File: config.mk
export PLATFORM = sky130hd
export DESIGN_NAME = detector_sequencia
export DESIGN_NICKNAME = d
export VERILOG_FILES = /design/src/rtl/detector_sequencia.sv
export SDC_FILE = /design/constraint.sdc
export NUM_CORES = 1
export LEC_CHECK = 0
export CAP_MARGIN = 5
export CORE_ASPECT_RATIO = 0.7
export CORE_MARGIN = 5
export CORE_UTILIZATION = 24
export DETAILED_ROUTE_END_ITERATION = 10
export GPL_TIMING_DRIVEN = 0
export PLACE_DENSITY = 0.53
export REMOVE_ABC_BUFFERS = 1
export SETUP_SLACK_MARGIN = 0.02
export SKIP_CTS_REPAIR_TIMING = 1
export SLEW_MARGIN = 10
export SYNTH_ARGS = -nofsm -noshare
export SYNTH_HDL_FRONTEND = slang
export SYNTH_SLANG_ARGS = --single-unit
File: constraint.sdc
create_clock -name clk -period 2.15 [get_ports clk]
set_clock_uncertainty 0.1 [all_clocks]
set_input_delay 0.3225 -clock clk [delete_from_list [all_inputs] [get_ports clk]]
set_output_delay 0.3225 -clock clk [all_outputs]
set_load 0.005 [all_outputs]
File: src/rtl/detector_sequencia.sv
// ---------------------------------------------------------------------------
// detector_sequencia: overlapping 1011 Moore detector with a saturating hit
// counter and an MSB-first serial-to-parallel word builder.   Rev 1.0
// ---------------------------------------------------------------------------
`default_nettype none

module detector_sequencia #(
  parameter int CONT_W    = 8,
  parameter int PALAVRA_W = 8
) (
  input  logic                 clk,
  input  logic                 reset,
  input  logic                 entrada,
  input  logic                 habilita,
  input  logic                 limpa_cont,
  output logic                 detectado,
  output logic [CONT_W-1:0]    contagem,
  output logic [2:0]           estado,
  output logic [PALAVRA_W-1:0] palavra,
  output logic                 palavra_valida
);

  localparam int              IDX_W   = (PALAVRA_W > 1) ? $clog2(PALAVRA_W) : 1;
  localparam logic [IDX_W-1:0] IDX_MAX = IDX_W'(PALAVRA_W - 1);

  typedef enum logic [2:0] {
    OCIOSO = 3'd0,
    S1     = 3'd1,
    S10    = 3'd2,
    S101   = 3'd3,
    S1011  = 3'd4
  } estado_t;

  estado_t                state_q, state_d;
  logic                   detectado_q, detectado_d;
  logic [CONT_W-1:0]      contagem_q, contagem_d;
  logic [PALAVRA_W-1:0]   shift_q, shift_d;
  logic [IDX_W-1:0]       idx_q, idx_d;
  logic [PALAVRA_W-1:0]   palavra_q, palavra_d;
  logic                   valida_q, valida_d;

  always_ff @(posedge clk) begin
    if (!reset) begin
      state_q     <= OCIOSO;
      detectado_q <= 1'b0;
      contagem_q  <= '0;
      shift_q     <= '0;
      idx_q       <= '0;
      palavra_q   <= '0;
      valida_q    <= 1'b0;
    end else begin
      state_q     <= state_d;
      detectado_q <= detectado_d;
      contagem_q  <= contagem_d;
      shift_q     <= shift_d;
      idx_q       <= idx_d;
      palavra_q   <= palavra_d;
      valida_q    <= valida_d;
    end
  end

  always_comb begin
    state_d = state_q;
    case (state_q)
      OCIOSO: if (habilita) state_d = entrada ? S1    : OCIOSO;
      S1:     if (habilita) state_d = entrada ? S1    : S10;
      S10:    if (habilita) state_d = entrada ? S101  : OCIOSO;
      S101:   if (habilita) state_d = entrada ? S1011 : S10;
      S1011:  if (habilita) state_d = entrada ? S1    : S10;
      // Unused codes fall back to idle even while sampling is paused.
      default: state_d = OCIOSO;
    endcase

    // S1011 can only be entered, never held, so this marks a fresh hit.
    detectado_d = habilita && (state_d == S1011);

    contagem_d = contagem_q;
    if (limpa_cont) begin
      contagem_d = '0;
    end else if (detectado_d && (contagem_q != {CONT_W{1'b1}})) begin
      contagem_d = contagem_q + CONT_W'(1);
    end

    shift_d   = shift_q;
    idx_d     = idx_q;
    palavra_d = palavra_q;
    valida_d  = 1'b0;
    if (habilita) begin
      shift_d = {shift_q[PALAVRA_W-2:0], entrada};
      if (idx_q == IDX_MAX) begin
        idx_d     = '0;
        palavra_d = shift_d;
        valida_d  = 1'b1;
      end else begin
        idx_d = idx_q + IDX_W'(1);
      end
    end
  end

  assign detectado      = detectado_q;
  assign contagem       = contagem_q;
  assign estado         = state_q;
  assign palavra        = palavra_q;
  assign palavra_valida = valida_q;

endmodule

`default_nettype wire

==> summary.txt, run 1 <==
Yosys
  • Count of flip-flops with a built-in enable after synthesis: 0
  • Fraction of registers with async set or reset after synthesis: 0%
  • Area of the mapped netlist: 1350 um^2
  • Post-synthesis instance total: 145
  • Number of distinct standard cells referenced by the synthesized netlist: 35
  • Prevailing post-synth register cell: sky130_fd_sc_hd__dfxtp_1
  • Average size of a mapped cell: 9.34 um^2
  • Sequential area share after synthesis: 45.8%
  • Yosys reg bits: 31
  • Synth Warn #: 0

Setup path
  • Critical path fanouts, max: 28
  • Worst R2R Start: idx_q[0]
  • Cell with the biggest individual delay on the critical path: sky130_fd_sc_hd__dlymetal6s2s_1
  • Startpoint-to-endpoint class of the critical path: input port to flop
  • Required arrival time at the worst endpoint: 2.26 ns
  • Critical path launch point: habilita
  • Peak per-stage delay on the critical path: 0.78 ns
  • Capturing element type of the critical path: flop
  • Ordered list of cells on the worst path: dlymetal6s2s_1 > and4b_4 > o211ai_4 > or3_1 > a21oi_1
  • Data arrival, critical path: 2.13 ns
  • Worst setup SP type: input port

Power and ir drop
  • Power Dens Cells: 633 nW/um^2
  • Total chip power: 1.11 mW
  • Cell leakage power: 0.620 nW
  • Worst vdd rail ir drop: 0.000185 V

STA
  • Max frequency: 0.495 GHz
  • Number of pins exceeding their max-slew limit in the final report: 0
  • Hold violation total from the final report: 0
  • Sum of negative setup slack: 0 ns
  • Minimum period implied by the final worst setup slack: 2.02 ns
  • Measured slew at the worst slew-check pin: 1.06 ns
  • Endpoints failing setup: 0
  • Unrepaired setup endpoints after global routing: false
  • Part of the cycle the worst path needs: 94.0%
  • Max-Slew Margin vs Limit: 29.2%

Layout
  • Number of non-filler instances in the completed layout: 242
  • Share of final-layout standard cells stronger than drive strength 1: 7.06%
  • ANT cells: 0
  • Filler cell count in the final layout: 567
  • Final net count: 178
  • Final standard cell utilization of the core: 32.6%
  • Area delta synth->final: 29.1%
  • Post-route design area: 1750 um^2

Die
  • Die outline height: 72.8 um
  • Area of the placeable core: 5370 um^2
  • Die footprint: 7270 um^2
  • I/O Pins: 26
  • Chip width: 99.8 um
  • Number of placement rows: 22
  • Initial core utilization: 25.2%

Clock tree
  • Clock transition at the registers of the reported paths: 0.06 ns
  • Number of buffers inserted during clock tree synthesis: 5
  • H-tree depth reported by CTS: 2
  • Clk buf depth: 2
  • Root cell of the clock tree: sky130_fd_sc_hd__clkbuf_8
  • Source-to-sink clock delay at the later pin of the worst-skew pair: 0.28 ns
  • CTS tree: done
  • Total number of clock tree sinks: 31

Route
  • Violation count after the first detailed-route iteration: 42
  • Length of the first detailed-routing pass in iterations: 4
  • Drt wl/cell: 11.9 um
  • Detailed-route via count: 1,054
  • Via density: 4.36
  • Post-route DRC: 0
  • Drt total wl: 2880 um
  • Number of nets with antenna violations after detailed routing: 0

Run
  • Maximum capacitance violations: 0

Global route
  • Global routing usage on met3: 3.44%
  • GRT met2 Usage: 8.94%
  • Largest net degree at the start of global routing: 29
  • Met1 track demand over resource in global routing: 11.7%
  • Global-route wire length before repair: 4370 um
  • Most utilized layer in the global route result: met1
  • Overall overflow remaining after global route: 0
  • Number of antenna violations at the first check in global routing: 0
  • Vias in the first global route: 877
  • Global-route usage over all layers: 7.96%

Place
  • Post-place instance area: 1660 um^2
  • GPL Wtd Cong: 0.796
  • I/O Buffers: 25
  • HPWL after detailed placement: 1990 um
  • Post-placement cell count: 235

Min path
  • Hold path start: palavra[7]
  • Hold crit path type: flop to flop

Outcome
  • Run status: finished clean
[cell usage after synthesis (4+ instances only)]
cell type / number / area share [%]
sky130_fd_sc_hd__nand2_1: 14 / 3.9
sky130_fd_sc_hd__and2_1: 4 / 1.8
sky130_fd_sc_hd__a21oi_1: 5 / 1.8
sky130_fd_sc_hd__nor2b_1: 10 / 4.6
sky130_fd_sc_hd__and3_1: 5 / 2.3
sky130_fd_sc_hd__mux2i_1: 8 / 5.9
sky130_fd_sc_hd__nand3_1: 10 / 3.7
sky130_fd_sc_hd__a21boi_0: 9 / 5.0
sky130_fd_sc_hd__dfxtp_1: 31 / 46
sky130_fd_sc_hd__clkbuf_1: 4 / 1.1
sky130_fd_sc_hd__nor2_1: 8 / 2.2
[power by group]
| part | leakage (nW) | internal (mW) | switching, mW |
|---|---|---|---|
| Sequential | 0.251 | 0.581 | 0.00743 |
| Clock | 0.0470 | 0.251 | 0.211 |
| Combinational | 0.322 | 0.0279 | 0.0278 |
[routing by layer]
metal | wire (um) | vias to the layer above
met5 | 0 | -
met4 | 57 | 0
met3 | 153 | 5
met2 | 1040 | 21
met1 | 1630 | 469
li1 | - | 559
[critical path: cells and delay by family]
family | cells | cell delay [ns]
buffers and inverters | 1 | 0.78
AND/OR/NAND/NOR | 2 | 0.78
AO/OA/AOI/OAI | 2 | 0.23
[per-stage QoR]
stage               hold WS [ns]  worst slack, ns
global placement           0.361           -0.574
global route               0.386           0.0215
detailed placement         0.366           -0.549
floorplan                  0.340            0.621
CTS                        0.375           -0.266
finish                     0.366            0.128
[layout by cell type, fill, tap and decap left out, drive strengths merged, types with 2 or more instances in the layout]
cell and n:
nor2b 10, o21a 2, and3 5, nand2b 2
clkbuf 6, inv 3, nand4 3, mux2i 8
nor3 2, ha 3, nor4 2, a31oi 2
nand3 10, o21ai 3, a21boi 9, a211oi 2
nor2 8, nand2 14, a21oi 5, and2 4
clkdlybuf4s50 24, dfxtp 31
[sequential cells by signal (all words and copies together) (netlist names)]
| name | cells |
|---|---|
| contagem | 8 |
| detectado | 1 |
| estado | 3 |
| idx_q | 3 |
| palavra | 8 |
| palavra_valida | 1 |
| shift_q | 7 |
[layout make-up]
cell class / count / area [um^2] / area share (%)
well taps: 72 / 90.1 / 5.15
inverters: 3 / 11.3 / 0.644
repair buffers: 25 / 253 / 14.5
clock buffers: 6 / 82.6 / 4.72
multi-input cells: 104 / 686 / 39.2
clock inverters: 1 / 5.00 / 0.286
flip-flops and latches: 31 / 621 / 35.5
[path summary, 6_finish.rpt]
path	to	slack [ns]	cells past startpoint
max	contagem[4]	0.13	5
min	palavra[7]	0.37	2
max reg2reg	palavra[1]	0.42	5
min reg2reg	palavra[7]	0.37	2
[cell families (layout without fill, tap and decap cells)]
family	after synthesis	after routing	synth area share (%)
flops	31	31	45.8
mux	9	9	6.75
simple gates	65	65	26.6
compound gates	26	26	13.9
xor+xnor	1	1	0.647
buf+inv	10	35	3.51
fa+ha+maj	3	3	2.77
No activity file was read; power rests on OpenSTA's default activity.
==> run 2, diff against run 1 <==
--- a/config.mk
+++ b/config.mk
@@ -9,6 +9,7 @@
 export CORE_ASPECT_RATIO = 0.7
 export CORE_MARGIN = 5
 export CORE_UTILIZATION = 24
+export CTS_BUF_LIST = sky130_fd_sc_hd__clkbuf_2 sky130_fd_sc_hd__clkbuf_4 sky130_fd_sc_hd__clkbuf_8
 export DETAILED_ROUTE_END_ITERATION = 10
 export GPL_TIMING_DRIVEN = 0
 export PLACE_DENSITY = 0.53
==> constraint.sdc (replaced) <==
create_clock -name clk -period 2.15 [get_ports clk]
set_clock_uncertainty 0.1 [all_clocks]
set_input_delay 0.3225 -clock clk [delete_from_list [all_inputs] [get_ports clk]]
set_output_delay 0.3225 -clock clk [all_outputs]
set_load 0.02 [all_outputs]
==> results of run 2 <==
Same layout as run 1 (identical final DEF). Status: finished clean.
